### src/rtl/data_mem_resp.sv
// rtl/data_mem_resp.sv - word-addressed data-memory responder behind the ram_rd/ram_wr strobe interface
//
// Purpose:
//   Slave end of the CPU's MEMORY_ACCESS strobes. Accepts one 16-bit read or
//   write at a time and completes it after a fixed latency (RD_LAT / WR_LAT).
//   Completion is a one-cycle ram_ack pulse. Illegal requests raise ram_err.
//
// Ports:
//   clk        in   system clock, rising edge
//   rst        in   asynchronous active-high reset
//   ram_rd     in   read request strobe
//   ram_wr     in   write request strobe
//   ram_addr   in   16-bit word address (full width checked against DEPTH)
//   ram_wdata  in   write data, sampled together with ram_wr
//   ram_rdata  out  read data, valid with ram_ack on a read, held otherwise
//   ram_ack    out  one-cycle completion pulse
//   ram_busy   out  request in flight; strobes are dropped while high
//   ram_err    out  one-cycle error pulse (both strobes, or address >= DEPTH)

module data_mem_resp #(
    parameter int ADDR_W = 8,
    parameter int DEPTH  = 256,
    parameter int RD_LAT = 2,
    parameter int WR_LAT = 1
) (
    input  logic        clk,
    input  logic        rst,
    input  logic        ram_rd,
    input  logic        ram_wr,
    input  logic [15:0] ram_addr,
    input  logic [15:0] ram_wdata,
    output logic [15:0] ram_rdata,
    output logic        ram_ack,
    output logic        ram_busy,
    output logic        ram_err
);

    typedef enum logic [1:0] {
        IDLE    = 2'd0,
        RD_WAIT = 2'd1,
        WR_WAIT = 2'd2,
        RESP    = 2'd3
    } state_t;

    // DEPTH is compared against the full 16-bit address; one extra bit keeps
    // DEPTH = 65536 representable.
    localparam logic [16:0] DEPTH_L = 17'(DEPTH);
    localparam logic [2:0]  RD_L    = 3'(RD_LAT);
    localparam logic [2:0]  WR_L    = 3'(WR_LAT);

    state_t      state;
    state_t      state_n;
    logic [2:0]  cnt;
    logic [2:0]  cnt_n;
    logic [15:0] addr_q;
    logic [15:0] wdata_q;
    logic        oor_q;
    logic        err_q;

    logic [15:0] mem [DEPTH];

    logic        accept_st;
    logic        req_both;
    logic        accept;
    logic [2:0]  lat_sel;
    logic        enter_resp;
    logic        resp_from_in;
    logic        resp_rd;
    logic [15:0] resp_addr;
    logic [15:0] resp_wdata;
    logic        resp_oor;
    logic [ADDR_W-1:0] resp_idx;

    // A new request may be taken while idle or while the previous one is
    // being acknowledged, which gives the LAT-cycle chained throughput.
    assign accept_st = (state == IDLE) || (state == RESP);
    assign req_both  = ram_rd & ram_wr;
    assign accept    = accept_st & (ram_rd ^ ram_wr);
    assign lat_sel   = ram_rd ? RD_L : WR_L;

    always_comb begin
        state_n      = state;
        cnt_n        = cnt;
        enter_resp   = 1'b0;
        resp_from_in = 1'b0;
        case (state)
            IDLE, RESP: begin
                if (accept) begin
                    if (lat_sel == 3'd1) begin
                        // Single-cycle latency: the access happens on the
                        // accept edge itself, straight from the input pins.
                        state_n      = RESP;
                        enter_resp   = 1'b1;
                        resp_from_in = 1'b1;
                    end else begin
                        state_n = ram_rd ? RD_WAIT : WR_WAIT;
                        cnt_n   = lat_sel - 3'd1;
                    end
                end else begin
                    // Covers "no request" and the illegal both-strobes case.
                    state_n = IDLE;
                end
            end
            RD_WAIT, WR_WAIT: begin
                cnt_n = cnt - 3'd1;
                if (cnt == 3'd1) begin
                    state_n    = RESP;
                    enter_resp = 1'b1;
                end
            end
            default: begin
                state_n = IDLE;
            end
        endcase
    end

    // Request attributes used on the edge that enters RESP.
    assign resp_rd    = resp_from_in ? ram_rd    : (state == RD_WAIT);
    assign resp_addr  = resp_from_in ? ram_addr  : addr_q;
    assign resp_wdata = resp_from_in ? ram_wdata : wdata_q;
    assign resp_oor   = ({1'b0, resp_addr} >= DEPTH_L);
    assign resp_idx   = resp_addr[ADDR_W-1:0];

    always_ff @(posedge clk or posedge rst) begin
        if (rst) begin
            state     <= IDLE;
            cnt       <= 3'd0;
            addr_q    <= 16'd0;
            wdata_q   <= 16'd0;
            oor_q     <= 1'b0;
            err_q     <= 1'b0;
            ram_rdata <= 16'd0;
        end else begin
            state <= state_n;
            cnt   <= cnt_n;
            err_q <= accept_st & req_both;
            if (accept) begin
                addr_q  <= ram_addr;
                wdata_q <= ram_wdata;
            end
            if (enter_resp) begin
                oor_q <= resp_oor;
                if (resp_rd) begin
                    ram_rdata <= resp_oor ? 16'd0 : mem[resp_idx];
                end
            end
        end
    end

    // Array has no reset. The rst gate stops a single-cycle write whose
    // strobe coincides with reset; longer writes are already aborted because
    // reset forces the state back to IDLE before the commit edge.
    always_ff @(posedge clk) begin
        if (!rst && enter_resp && !resp_rd && !resp_oor) begin
            mem[resp_idx] <= resp_wdata;
        end
    end

    assign ram_ack  = (state == RESP);
    assign ram_busy = (state == RD_WAIT) || (state == WR_WAIT);
    assign ram_err  = err_q | ((state == RESP) & oor_q);

endmodule

### config.mk
export PLATFORM = sky130hd
export DESIGN_NAME = data_mem_resp
export DESIGN_NICKNAME = d
export VERILOG_FILES = /design/src/rtl/data_mem_resp.sv
export SDC_FILE = /design/constraint.sdc
export NUM_CORES = 2
export LEC_CHECK = 0
export CAP_MARGIN = 20
export CORE_ASPECT_RATIO = 0.75
export CORE_MARGIN = 3
export CORE_UTILIZATION = 39
export DETAILED_ROUTE_END_ITERATION = 16
export PLACE_DENSITY = 0.51
export RECOVER_POWER = 100
export SLEW_MARGIN = 5
export SYNTH_ARGS = -nofsm -noshare
export SYNTH_HDL_FRONTEND = slang
export SYNTH_SLANG_ARGS = --single-unit
### constraint.sdc
create_clock -name clk -period 5.9 [get_ports clk]
set_input_delay 0.885 -clock clk [delete_from_list [all_inputs] [get_ports clk]]
set_output_delay 0.885 -clock clk [all_outputs]
set_load 0.05 [all_outputs]
* Word-level counts from Yosys, hierarchy flattened
Memory sizes are Yosys's and may differ from the RTL's.
Index checks and enable logic that the tools add are counted.
** Storage, ports and cells
- Register bits :: 55
- Bits in writable memories :: 4096
- Bits of input ports :: 36
- Output and inout port bits :: 19
- Logic and storage cells :: 58
- Memories kept :: 1
** Memories
- mem :: depth 256, bits a word 16, rd ports 1, clocked after Yosys merged registers in 0, wr ports 1, line 60 : logic [15:0] mem [DEPTH];
** Operators by class
- Add/subtract/negate cells :: 2
- Magnitude comparators :: 1
- Equal/unequal tests :: 8
- Mux-type cells :: 20
- Bitwise logic cells :: 6
- Reductions and logical operators :: 13
** Operator list (count)
- $mux 16 :: 3
- $ge 16x9->1 const B :: 1
- $mux 2 :: 5
- $mux 1 :: 7
- $mux 3 :: 2
- $ne 2x2->1 const B :: 3
- $pmux 3 s2 :: 1
- $and 1x1->1 :: 4
- $eq 2x1->1 const B :: 2
- $eq 2x2->1 const B :: 2
- $pmux 2 s2 :: 1
- $reduce_and 2->1 :: 2
- $reduce_or 2->1 :: 2
- $eq 3x1->1 const B :: 1
- $logic_and 1x1->1 :: 3
- $logic_not 1->1 :: 3
- $sub 2x1->3 const B :: 1
- $sub 3x1->3 const B :: 1
- $logic_not 2->1 :: 1
- $logic_or 1x1->1 :: 2
- $pmux 1 s2 :: 1
- $or 1x1->1 :: 1
- $xor 1x1->1 :: 1

* Depth between registers and ports, before layout
- Depth after elaboration :: 11
- Depth in mapped cells :: 16
- Gate-level depth less buffers :: 10

* Least setup slack after synthesis
Ideal clock, no wire load.
- Kind :: input -> register
- Start :: in ram_rd
- End :: mem mem[0][10] (data pin)
- Setup time :: 823 ps
- Arrival time :: 5638 ps
- Required time :: 5077 ps
- Slack :: -561 ps
- Stages on the path :: 10
- Buffers on the path :: 6
- Cells stage by stage :: ha_1 > nand3b_1 > buf_6 > buf_6 > buf_6 > buf_2 > buf_1 > buf_1 > nand2_1 > nand2_1
** Between the ends
- Cells in the longest elaborated chain, start to end :: 6
- Elaborated cells between the ends (all ways) :: 8
- Classes of those cells :: eq/ne (1); mux (5); bitwise (2)
** Ends and longest elaborated chain
- start: declaration :: line 28 : input logic ram_rd,
- $mux 2 :: line 79 : assign lat_sel = ram_rd ? RD_L : WR_L;
- $eq 2x1->1 :: line 89 : if (lat_sel == 3'd1) begin
- $mux 1 :: line 89
- $mux 1 (*) :: line 88 : if (accept) begin
- $mux 1 (*) :: line 86 : case (state)
- $mux 16 (*) :: line 120 : assign resp_wdata = resp_from_in ? ram_wdata : wdata_q;
- named net resp_wdata[10] :: line 70 : logic [15:0] resp_wdata;
- end: declaration :: line 60
Mark *: on every way through the listed nets, which the timed path passes. The rest lies on a longest branch.

* Final worst setup path
- Start :: in ram_rd
- End :: mem mem[144][15] (data pin)
The elaborated chain is that of the path after synthesis.

==> out/summary.txt <==
Outcome - complete, but fails checks
Leak - 63.5 nW
Vias in the first global route - 98400
Crit share post-route - 103%
Yosys top cell by area - edfxtp_1
Largest net degree at the start of global routing - 113
Setup violations, final - 104
Fin area - 190000 sq um
Die Span Y - 566 microns
Most common cell after layout, fill and taps aside - edfxtp_1
Crit-path max FO - 33
CTS Buf Count - 413
CTS Root Buffer Type - clkbuf_16
Initial antenna violation count - 89
Worst EP required - 6.61 ns
Core Box Area - 414000 sq um
CTS tree - yes
Post-Syn Area - 163000 sq um
Slew margin rel. - -126%
Yosys warns - 0
Vias - 107000
Area of the multi-input gates - 35700 sq um
P&R area growth vs syn - 16.4%
Fmax achieved - 0.164 GHz
Post-layout nets - 11600
Synth top area share - 75.5%
Commonest non-fill, non-tap cells in the layout - edfxtp_1 (4096), nand2_1 (2278), mux2i_1 (868)
Post-DP HPWL - 414000 microns
Antenna Nets Post-Route - 0
First-pass GRT wire length - 870000 microns
Syn Area/Cell - 15.1 sq um
Clock slew at reported path FFs - 0.06 ns
Seq. cell area - 124000 sq um
Layout Skew - 0.0607 ns
Initial DRC count - 18500
Clk_lat worst skew - 1.02 ns
Drt first pass iters - 6
Port bufs - 54
Post-detailed-route wirelength per cell - 37.0 microns
Min cycle time layout - 6.10 ns
CP startpoint kind - primary input
H-tree lvl count - 5
Non-filler cells in the finished layout - 17500
Violations in the final reports - max-capacitance violations, max-slew violations, negative setup slack
Max cap viols - 23
Top cells by area in the synthesized netlist - edfxtp_1 (76%), mux2i_1 (5.4%), nand2_1 (5.3%)
Power Density - 566 nW/um^2
DRC Markers - 0
Synth Net Count - 10800
Slew at the pin closest to its max-slew limit - 3.38 ns
PostCTS Resize Cnt - 0
Longest Clk Path Bufs - 4
Post-Synthesis Cells - 10800
Clock sink total - 4151
GRT Overall Usage - 29.5%
GP Congestion - 0.955
Filler Cells Inserted - 36400
Crit path DAT - 6.81 ns
Seq/Total Area, Yosys - 76.4%
Width of the die - 752 microns
IO Count - 55
Worst hold path class - register to register
GR Overflow Total - 0
Crit path kind - primary input to register
WL final - 648000 microns
Setup bufs post-CTS - 0
Number of failing hold endpoints at the final stage - 0
Slew Viols, Final - 1334
Hold Buf Count CTS - 0
Placed cells - 16700
RSZ-0062 raised after global routing - no
Distinct cells, synth - 68
Number of flops mapped to enable cells by yosys - 4096
DR vias/cell - 6.14
CP Capture Type - register
Asr flop ratio synth - 1.32%
Synth Flop Type - edfxtp_1
Final setup margin - -0.204 ns
Row count - 204
Peak VDD IR - 584 uV
Ratio of cells with drive above 1 in the final layout - 14.9%
Die area - 426000 sq um
DP Area - 178000 sq um
Initial Utilization - 39.4%
Yosys reg bits - 4151
==> Yosys cell counts, types with 103 or more instances <==
cell type and n:
nand3_1 411, a21oi_1 297, edfxtp_1 4096, a31oi_1 103, clkbuf_1 252, a22oi_1 106, buf_1 113, buf_2 297
nand4_1 108, mux2i_1 880, a211oi_1 225, nor2_1 294, inv_1 112, a32oi_1 539, nand2_1 2304
==> power by group <==
part / internal [mW] / total, mW / switching, mW
clock network: 14.2 / 25.7 / 11.5
logic: 10.5 / 42.9 / 32.4
registers: 38.5 / 38.7 / 0.293
==> worst paths after layout <==
check                         start           end  slack (ns)  depth (start not counted)
setup / recovery             ram_rd  mem[144][15]       -0.20                          8
hold / removal               cnt[0]        cnt[0]        0.49                          1
setup reg to reg           state[0]  ram_rdata[0]       -0.10                         13
hold reg to reg              cnt[0]        cnt[0]        0.49                          1
max in group asynchronous       rst     addr_q[0]        1.13                          3
min in group asynchronous       rst         err_q        0.87                          2
==> state kept, by name (all words and copies together) (netlist names) <==
signal and count:
mem 4096, err_q 1, oor_q 1, cnt 3, state 2, ram_rdata 16
wdata_q 16, addr_q 16
==> critical path, stage by stage <==
cell	delay (ns)
dlygate4sd3_1	0.58
ha_1	0.48
clkbuf_1	0.41
and3b_1	0.74
buf_4	0.37
nand2_1	0.08
nand2_1	2.39
clkbuf_2	0.77
==> cell type report <==
| type | count | area share, % |
|---|---|---|
| multi-input combinational | 5790 | 18.8 |
| inverter | 112 | 0.222 |
| timing repair buffer | 1122 | 4.92 |
| clock inverter | 212 | 0.985 |
| clock buffer | 527 | 5.75 |
| sequential | 4151 | 65.6 |
| tap | 5562 | 3.67 |
| antenna | 32 | 0.0422 |
==> stage by stage <==
step / setup slack [ns] / setup TNS, ns / hold slack [ns] / util, % / total power [mW]
6_report: -0.204 / -6.99 / 0.489 / 45.8 / 107
5_1_grt: 0.0203 / 0 / 0.489 / 45.8 / 110
4_1_cts: 0.194 / 0 / 0.415 / 46.2 / 106
3_5_place_dp: -0.379 / -0.932 / 0.470 / 43.1 / 80.9
3_3_place_gp: -0.405 / -2.24 / 0.454 / 43.1 / 80.4
2_1_floorplan: -0.265 / -406.91 / 0.443 / - / 58.8
==> per-layer routing <==
layer | vias up | track usage (%) | share of wire [%]
li1 | 43300 | - | -
met1 | 55800 | 44.0 | 42
met2 | 7257 | 41.0 | 41
met3 | 1107 | 9.04 | 14
met4 | 30 | 9.69 | 3.9
met5 | - | 0 | 0.031
==> logic make-up (layout without fill, tap and decap cells) <==
family / Yosys count / count (layout) / share of synthesized area (%)
other cells: 0 / 32 / 0
mux: 932 / 932 / 5.79
compound gates: 1595 / 1595 / 7.34
buf+inv: 818 / 1973 / 2.24
xor+xnor: 1 / 1 / 0.00538
flops: 4151 / 4151 / 76.4
fa+ha+maj: 5 / 5 / 0.0384
simple gates: 3257 / 3257 / 8.23
(Power assumes the default switching activity.)
